## config.mk

```make
export PLATFORM = sky130hd
export DESIGN_NAME = regfile_sb
export DESIGN_NICKNAME = d
export VERILOG_FILES = /design/src/rtl/regfile_pkg.sv /design/src/rtl/regfile_sb_scoreboard.sv /design/src/rtl/regfile_sb.sv
export SDC_FILE = /design/constraint.sdc
export NUM_CORES = 1
export LEC_CHECK = 0
export BUFFER_PORTS_ARGS = -buffer_cell sky130_fd_sc_hd__clkbuf_2
export CAP_MARGIN = 10
export CORE_ASPECT_RATIO = 0.8
export CORE_MARGIN = 2
export CORE_UTILIZATION = 45
export DETAILED_ROUTE_END_ITERATION = 7
export PLACE_DENSITY_LB_ADDON = 0.08
export SETUP_SLACK_MARGIN = 0.4
export SKIP_CTS_REPAIR_TIMING = 1
export SLEW_MARGIN = 25
export SYNTH_ARGS = -nofsm -noshare
export SYNTH_HDL_FRONTEND = slang
export SYNTH_HIERARCHICAL = 1
export SYNTH_SLANG_ARGS = --single-unit
```

## constraint.sdc

```tcl
create_clock -name clk -period 5.9 [get_ports clk]
set_clock_uncertainty 0.1 [all_clocks]
set_input_delay 1.18 -clock clk [delete_from_list [all_inputs] [get_ports clk]]
set_output_delay 1.18 -clock clk [all_outputs]
set_load 0.03 [all_outputs]
```

## src/rtl/regfile_pkg.sv

```systemverilog
// regfile_pkg: shared definitions for the regfile_sb register store.
//   - clr_state_e : clear-sweep FSM states (IDLE / SWEEP / DONE)
//   - rd_slot()   : extracts one address field from a packed read-address bus
//   - DEFAULT_*   : default data width and register count
package regfile_pkg;

  localparam int unsigned DEFAULT_DATA_W   = 16;
  localparam int unsigned DEFAULT_NUM_REGS = 8;

  // Widest supported configuration: 64 registers, 4 read ports.
  localparam int unsigned MAX_ADDR_W = 6;
  localparam int unsigned MAX_RD     = 4;
  localparam int unsigned SLOT_VEC_W = MAX_RD * MAX_ADDR_W;

  typedef enum logic [1:0] {
    IDLE  = 2'd0,
    SWEEP = 2'd1,
    DONE  = 2'd2
  } clr_state_e;

  // Field k of width w from a packed bus; callers zero-extend the bus to
  // SLOT_VEC_W and truncate the result back to their own address width.
  function automatic logic [MAX_ADDR_W-1:0] rd_slot(
    input logic [SLOT_VEC_W-1:0] vec,
    input int unsigned           k,
    input int unsigned           w
  );
    logic [SLOT_VEC_W-1:0] shifted;
    logic [MAX_ADDR_W-1:0] mask;
    shifted = vec >> (k * w);
    mask    = MAX_ADDR_W'((32'd1 << w) - 32'd1);
    return shifted[MAX_ADDR_W-1:0] & mask;
  endfunction

endpackage

```

## src/rtl/regfile_sb_scoreboard.sv

```systemverilog
// regfile_scoreboard: per-register pending-write (busy) tracking.
//   clk, rst        : clock, asynchronous active-high reset
//   i_set_en/addr   : mark a register busy (issue); wins over a same-cycle clear
//   i_clr0_en/addr  : committed write on port 0 clears busy
//   i_clr1_en/addr  : committed write on port 1 clears busy
//   i_clr_all       : clear every busy bit (start of clear sweep), highest priority
//   i_rd_addr       : packed read addresses, port k = [k*ADDR_W +: ADDR_W]
//   i_byp_hit       : per read port, address matches a write committing now;
//                     the lookup then returns the post-edge busy value
//   o_rd_busy       : busy bit of each addressed register
// Enables arrive already qualified (sweep and r0 filtering done by the top).
module regfile_scoreboard
  import regfile_pkg::*;
#(
  parameter int unsigned NUM_REGS = DEFAULT_NUM_REGS,
  parameter int unsigned NUM_RD   = 2,
  parameter int unsigned ZERO_R0  = 1,
  parameter int unsigned ADDR_W   = $clog2(NUM_REGS)
) (
  input  logic                     clk,
  input  logic                     rst,
  input  logic                     i_set_en,
  input  logic [ADDR_W-1:0]        i_set_addr,
  input  logic                     i_clr0_en,
  input  logic [ADDR_W-1:0]        i_clr0_addr,
  input  logic                     i_clr1_en,
  input  logic [ADDR_W-1:0]        i_clr1_addr,
  input  logic                     i_clr_all,
  input  logic [NUM_RD*ADDR_W-1:0] i_rd_addr,
  input  logic [NUM_RD-1:0]        i_byp_hit,
  output logic [NUM_RD-1:0]        o_rd_busy
);

  logic [NUM_REGS-1:0]   r_busy;
  logic [NUM_REGS-1:0]   w_busy_nxt;
  logic [SLOT_VEC_W-1:0] w_rd_addr_pad;

  assign w_rd_addr_pad = SLOT_VEC_W'(i_rd_addr);

  // Clears applied before the set so a same-cycle issue keeps the bit high.
  always_comb begin
    w_busy_nxt = r_busy;
    if (i_clr_all) begin
      w_busy_nxt = '0;
    end else begin
      if (i_clr0_en) w_busy_nxt[i_clr0_addr] = 1'b0;
      if (i_clr1_en) w_busy_nxt[i_clr1_addr] = 1'b0;
      if (i_set_en)  w_busy_nxt[i_set_addr]  = 1'b1;
    end
  end

  always_ff @(posedge clk or posedge rst) begin
    if (rst) r_busy <= '0;
    else     r_busy <= w_busy_nxt;
  end

  always_comb begin : rd_lookup
    logic [ADDR_W-1:0] a;
    a         = '0;
    o_rd_busy = '0;
    for (int unsigned k = 0; k < NUM_RD; k++) begin
      a = ADDR_W'(rd_slot(w_rd_addr_pad, k, ADDR_W));
      if (i_byp_hit[k]) o_rd_busy[k] = w_busy_nxt[a];
      else              o_rd_busy[k] = r_busy[a];
      if ((ZERO_R0 != 0) && (a == '0)) o_rd_busy[k] = 1'b0;
    end
  end

endmodule

```

## src/rtl/regfile_sb.sv

```systemverilog
// regfile_sb: multi-port register file with busy scoreboard and clear sweep.
//   clk, rst            : clock, asynchronous active-high reset
//   wr0_en/addr/data    : write port 0
//   wr1_en/addr/data    : write port 1 (wins on address collision)
//   rd_addr / rd_data   : NUM_RD packed combinational read ports
//   rd_busy             : busy bit of each addressed register
//   issue_en/issue_addr : mark a register as having a write in flight
//   clr_req             : start a register-by-register zeroing sweep (IDLE only)
//   clr_busy            : sweep in progress
//   clr_done            : one-cycle pulse after the last register is zeroed
// Build option: define REGFILE_BYPASS_EN to forward same-cycle write data
// (and post-write busy state) to matching read ports.
module regfile_sb
  import regfile_pkg::*;
#(
  parameter  int unsigned DATA_W   = DEFAULT_DATA_W,
  parameter  int unsigned NUM_REGS = DEFAULT_NUM_REGS,
  parameter  int unsigned NUM_RD   = 2,
  parameter  int unsigned ZERO_R0  = 1,
  localparam int unsigned ADDR_W   = $clog2(NUM_REGS)
) (
  input  logic                     clk,
  input  logic                     rst,
  input  logic                     wr0_en,
  input  logic [ADDR_W-1:0]        wr0_addr,
  input  logic [DATA_W-1:0]        wr0_data,
  input  logic                     wr1_en,
  input  logic [ADDR_W-1:0]        wr1_addr,
  input  logic [DATA_W-1:0]        wr1_data,
  input  logic [NUM_RD*ADDR_W-1:0] rd_addr,
  output logic [NUM_RD*DATA_W-1:0] rd_data,
  output logic [NUM_RD-1:0]        rd_busy,
  input  logic                     issue_en,
  input  logic [ADDR_W-1:0]        issue_addr,
  input  logic                     clr_req,
  output logic                     clr_busy,
  output logic                     clr_done
);

  localparam logic [ADDR_W-1:0] LAST_IDX = ADDR_W'(NUM_REGS - 1);

  clr_state_e          r_state;
  clr_state_e          w_state_nxt;
  logic [ADDR_W-1:0]   r_idx;
  logic [ADDR_W-1:0]   w_idx_nxt;
  logic                w_sweep_start;
  logic [DATA_W-1:0]   r_regs [NUM_REGS];

  logic                w_sweep;
  logic                w_wr0_ok;
  logic                w_wr1_ok;
  logic                w_issue_ok;
  logic [NUM_RD-1:0]   w_byp_hit;
  logic [SLOT_VEC_W-1:0] w_rd_addr_pad;

  assign w_sweep  = (r_state == SWEEP);
  assign clr_busy = w_sweep;
  assign clr_done = (r_state == DONE);

  // Qualified enables: everything is dropped while sweeping, and r0 is
  // read-only when ZERO_R0 is set.
  assign w_wr0_ok   = wr0_en   && !w_sweep && !((ZERO_R0 != 0) && (wr0_addr   == '0));
  assign w_wr1_ok   = wr1_en   && !w_sweep && !((ZERO_R0 != 0) && (wr1_addr   == '0));
  assign w_issue_ok = issue_en && !w_sweep && !((ZERO_R0 != 0) && (issue_addr == '0));

  // ---------------- clear FSM ----------------
  always_ff @(posedge clk or posedge rst) begin
    if (rst) begin
      r_state <= IDLE;
      r_idx   <= '0;
    end else begin
      r_state <= w_state_nxt;
      r_idx   <= w_idx_nxt;
    end
  end

  always_comb begin
    w_state_nxt   = r_state;
    w_idx_nxt     = r_idx;
    w_sweep_start = 1'b0;
    case (r_state)
      IDLE: begin
        if (clr_req) begin
          w_state_nxt   = SWEEP;
          w_idx_nxt     = '0;
          w_sweep_start = 1'b1;
        end
      end
      SWEEP: begin
        // Index parks on the last register instead of wrapping.
        if (r_idx == LAST_IDX) w_state_nxt = DONE;
        else                   w_idx_nxt   = r_idx + 1'b1;
      end
      DONE:    w_state_nxt = IDLE;
      default: w_state_nxt = IDLE;
    endcase
  end

  // ---------------- register array ----------------
  // Port 1 is assigned last so it wins an address collision.
  always_ff @(posedge clk or posedge rst) begin
    if (rst) begin
      for (int unsigned i = 0; i < NUM_REGS; i++) r_regs[i] <= '0;
    end else if (w_sweep) begin
      r_regs[r_idx] <= '0;
    end else begin
      if (w_wr0_ok) r_regs[wr0_addr] <= wr0_data;
      if (w_wr1_ok) r_regs[wr1_addr] <= wr1_data;
    end
  end

  // ---------------- read ports ----------------
  assign w_rd_addr_pad = SLOT_VEC_W'(rd_addr);

  always_comb begin : rd_mux
    logic [ADDR_W-1:0] a;
    logic [DATA_W-1:0] d;
    a         = '0;
    d         = '0;
    rd_data   = '0;
    w_byp_hit = '0;
    for (int unsigned k = 0; k < NUM_RD; k++) begin
      a = ADDR_W'(rd_slot(w_rd_addr_pad, k, ADDR_W));
      d = r_regs[a];
`ifdef REGFILE_BYPASS_EN
      if (w_wr1_ok && (wr1_addr == a)) begin
        d            = wr1_data;
        w_byp_hit[k] = 1'b1;
      end else if (w_wr0_ok && (wr0_addr == a)) begin
        d            = wr0_data;
        w_byp_hit[k] = 1'b1;
      end
`endif
      if ((ZERO_R0 != 0) && (a == '0)) d = '0;
      rd_data[k*DATA_W +: DATA_W] = d;
    end
  end

  // ---------------- scoreboard ----------------
  regfile_scoreboard #(
    .NUM_REGS (NUM_REGS),
    .NUM_RD   (NUM_RD),
    .ZERO_R0  (ZERO_R0),
    .ADDR_W   (ADDR_W)
  ) u_scoreboard (
    .clk         (clk),
    .rst         (rst),
    .i_set_en    (w_issue_ok),
    .i_set_addr  (issue_addr),
    .i_clr0_en   (w_wr0_ok),
    .i_clr0_addr (wr0_addr),
    .i_clr1_en   (w_wr1_ok),
    .i_clr1_addr (wr1_addr),
    .i_clr_all   (w_sweep_start),
    .i_rd_addr   (rd_addr),
    .i_byp_hit   (w_byp_hit),
    .o_rd_busy   (rd_busy)
  );

endmodule
```

# == Word level (Yosys, flattened, before mapping) ==
# Index checks and enable logic that the tools add are counted.
# totals
wordCells,117
reg_bits,141
input_bits,53
# op_classes
eq_ne,6
muxes,46
bitwise,12
magnitude_cmp,16
n_addsub,1
reduce_logical,25
# ops
cell,n
two-way mux 128 bit,4
bitwise mux 128 bit,2
demux 16 bit (select 3 bit),3
two-way mux 16 bit,9
bitwise AND 128 bit,1
NOT 128 bit,1
binary-select mux 16 bit (select 3 bit),2
two-way mux 8 bit,6
"greater-or-equal comparator 4 bit, second input constant",5
"< comparator 3 x 4 -> 1 bit, second input constant",5
NOT 3 -> 4 bit,5
bitwise AND 8 bit,2
NOT 8 bit,2
logical NOT 3 bit,5
logical AND 1 bit,12
"< comparator 4 x 1 -> 1 bit, second input constant",3
demux 1 bit (select 3 bit),3
"greater-or-equal comparator 3 x 1 -> 1 bit, second input constant",3
two-way mux 1 bit,9
OR 8 bit,1
binary-select mux 1 bit (select 3 bit),2
two-way mux 3 bit,2
case mux 3 bit (2 select lines),1
logical NOT 1 bit,4
12 further kinds,14

# == Depth between registers and ports, before layout ==
# logic_depth
word_depth,14
ltp_mapped,10

# == Modules after synthesis ==
# The synthesis kept the hierarchy.
# modules_own_cells
module,instances,area_per_inst_um2,cells_per_inst,seq_area_each_um2
regfile_sb,1,8872.3,1017,2927.8
regfile_scoreboard,1,854.6,104,200.2

# == Worst setup path after synthesis ==
# OpenSTA, ideal clock, no wires.
# synth_path
kind,input port to output port
start,in rd_addr[3]
end,out rd_data[16]
required_ps,4620
stages,5
arrival_time_ps,2651
path_slack_ps,1969
n_path_buf,3
path_cell_list,buf_2 -> buf_4 -> buf_1 -> a22oi_1 -> o21ai_0
# synth_between
elab_chain_len,5
# synth_rtl
element,line,text
from (decl),regfile_sb.sv:30,"input logic [NUM_RD*ADDR_W-1:0] rd_addr,"
NOT 3 -> 4 bit (implied by the code),regfile_sb.sv:124,d = r_regs[a];
binary-select mux 16 bit (select 3 bit),regfile_sb.sv:124,
two-way mux 16 bit (implied by the code) (2 in series),regfile_sb.sv:124,
two-way mux 16 bit *,regfile_sb.sv:134,if ((ZERO_R0 != 0) && (a == '0)) d = '0;
to (decl),regfile_sb.sv:31,"output logic [NUM_RD*DATA_W-1:0] rd_data,"
# Every way passes the cells marked *; elsewhere a longest branch is shown, timed or not. The select of a mux whose other input is x is not followed.

# == Final worst setup path ==
# layout_path
start,in rd_addr[3]
end,out rd_data[22]
# The elaborated chain is that of the path after synthesis.

==> flow_summary.toml <==
[worst_setup_path]
critPathRequiredTime_ps = 4620
worstPathArrival_ps = 3020
endpoint_kind = "primary output"
crit_fanout = 9
startpoint_type = "input pin"
crit_type = "input pin to primary output"

[job]
drv_cap = 0

[synthesis]
avgSynthCellArea_um2 = 8.68
yosysUniqueCellTypes = 67
ys_ff_latch = 125
yosysTopAreaCell = "dfrtp_1"
synth_fa_ha_area_share_pct = 0.257
syn_inst = 1121
synth-xor-area-share_pct = 0
yosysSeqAreaShare_pct = 32.2
synth_most_common_cell = "o21ai_0"
synth_edf_count = 0
synth_area_leaders = "dfrtp_1 32%, o21ai_0 9.2%, a221oi_1 8.3%"
synthArstFlopShare_pct = 100
synth_top_flop_cell = "dfrtp_1"
syn_area_um2 = 9730
synth-simple-area-share_pct = 17.0
synth_top_area_share_pct = 32.2
synthTopCellsByCount = "179 x o21ai_0, 165 x nand2_1, 125 x dfrtp_1"
synth-compound-area-share_pct = 33.8
synth_top_family_by_area = "compound AO/OA/AOI/OAI gates"
synth_mux_area_share_pct = 8.03
yosys_warnings = 6

[final_layout]
nFillCells = 1985
stdcell_count = 1449
nNetsFinal = 1216
area_growth_syn_to_layout_pct = 11.0
diodes = 0
drive_gt1_share_pct = 21.7

[timing]
timing.final.max_slew_violations = 0
final-hold-violation-count = 0
finalCritPeriodShare_pct = 72.9
period_minus_slack_ps = 4300
finalSetupTns_ps = 0
setup_slack_ps = 1600
rsz0062_at_grt = "no"
worst_pin_slew_ps = 1200
slew_headroom_pct = 19.5
max_clock_freq_mhz = 232
setup_viol = 0
holdWs_ps = 382

[drt]
wl_per_cell_um = 27.8
totalWireLength_mm = 40.3
drc_errors = 0
dr_total_vias = 9834
antenna_left = 0
vias_per_cell = 6.79
first_pass_iters = 6
drt_first_iter_violations = 1295

[place]
port_buffers = 88
dpl.cell_count = 1416
place.gp.congestion = 0.892
post-place-ws_ps = 1630
hpwlAfterDp_mm = 24.2

[power_and_ir_drop]
combPwrFrac_pct = 46.1
clock_power_share_pct = 23.4
vdd_drop_max_uv = 532
internal-power_mw = 2.74
p_per_area_nw_per_um2 = 465
p_sw_mw = 2.28
seqPwrFrac_pct = 30.5
swShare_pct = 45.4
p_leak_nw = 4.21
total_power_mw = 5.02

[floorplanning]
fp.dieArea_um2 = 22800
core_um2 = 21400
num_rows = 48
ios = 89
die_w_um = 168
start_util_pct = 45.5
fp.dieH_um = 136

[hold_path]
min_path_type = "register to register"

[clock_tree]
cts_sinks = 125
cts_buffer_depth = 2
cts_buffers = 17
clkTransAtPathRegs_ps = 70
htreeDepth = 4
cts_tree = "yes"
insertion_delay_ps = 430
clockRootBuffer = "clkbuf_16"

[global_route]
grt_pass1_vias = 9102
grt_pass1_wl_mm = 59.0
antenna_found_initial = 0
grt_start_max_net_pins = 90
grt_overflow_total = 0
grtUsageTotal_pct = 35.3

[outcome]
outcome = "completed"
[final timing paths]
check | start | end | slack, ps | depth (start not counted)
max | rd_addr[3] | rd_data[22] | 1600 | 6
min reg2reg | r_regs[109] | r_regs[109] | 380 | 2
max reg2reg | r_state[0] | r_regs[41] | 2880 | 5
min in group asynchronous | rst | u_scoreboard/r_busy[0] | 620 | 2
min | r_regs[109] | r_regs[109] | 380 | 2
max in group asynchronous | rst | r_regs[39] | 3700 | 3
[layer usage]
metal  GRT usage [%]  vias up  share of wire [%]
met3            11.0      101                 12
li1                -     4325                  -
met1            48.3     4777                 41
met4            13.5        0                2.9
met2            52.5      631                 44
met5               0        -                  0
[cell usage in the layout, fill, tap and decap left out, types with 7 or more instances in the layout]
cell,instances
nand3_4,7
nand2_1,165
dfrtp_1,125
conb_1,10
clkbuf_16,17
nand3_1,8
o21ai_1,89
a31oi_1,17
clkbuf_2,88
mux4_2,32
a21oi_1,30
a211oi_1,16
and3_1,18
a221oi_1,92
a221oi_2,31
inv_1,63
buf_4,21
o21ai_0,179
nor2_1,41
[power groups by stage]
stage,Combinational [mW],Sequential (mW),Clock (mW)
final,2.31,1.53,1.18
after detailed placement,2.26,1.52,0
after global placement,2.23,1.52,0
after floorplan,1.67,1.40,0
after CTS,2.26,1.51,1.18
after global routing,2.51,1.56,1.22
[flip-flops by register name, summed over array words and instances, names as in the netlist]
signal               flops
u_scoreboard/r_busy      8
r_idx                    3
r_state                  2
r_regs                 112
[area by class of cell]
type / count / area, um2 / share of cell area, %
inverter: 69 / 264 / 2.44
multi-input combinational: 837 / 5800 / 53.7
clock inverter: 13 / 196 / 1.82
sequential: 125 / 3130 / 29.0
timing repair buffer: 111 / 633 / 5.86
tap: 275 / 344 / 3.19
clock buffer: 19 / 433 / 4.01
[critical path, stage by stage]
cell      delay, ps
clkbuf_2        100
nor2b_1         780
buf_4           320
a221oi_1        100
a21oi_1         260
clkbuf_2        280
[per-stage QoR]
step / utilization (%) / cell area (um2)
6_report: 50.5 / 10800
5_1_grt: 50.5 / 10800
4_1_cts: 50.4 / 10800
3_5_place_dp: 47.5 / 10200
3_3_place_gp: 47.5 / 10100
2_1_floorplan: - / 9760
[cell families (layout without fill, tap and decap cells)]
logic type | count (synthesis) | in the layout
AND/OR/NAND/NOR | 300 | 300
buffers and inverters | 168 | 212
other | 1 | 10
adder cells (fa/ha/maj) | 2 | 2
AO/OA/AOI/OAI | 487 | 487
flip-flops | 125 | 125
multiplexers | 38 | 38
No activity file was read; power rests on OpenSTA's default activity.
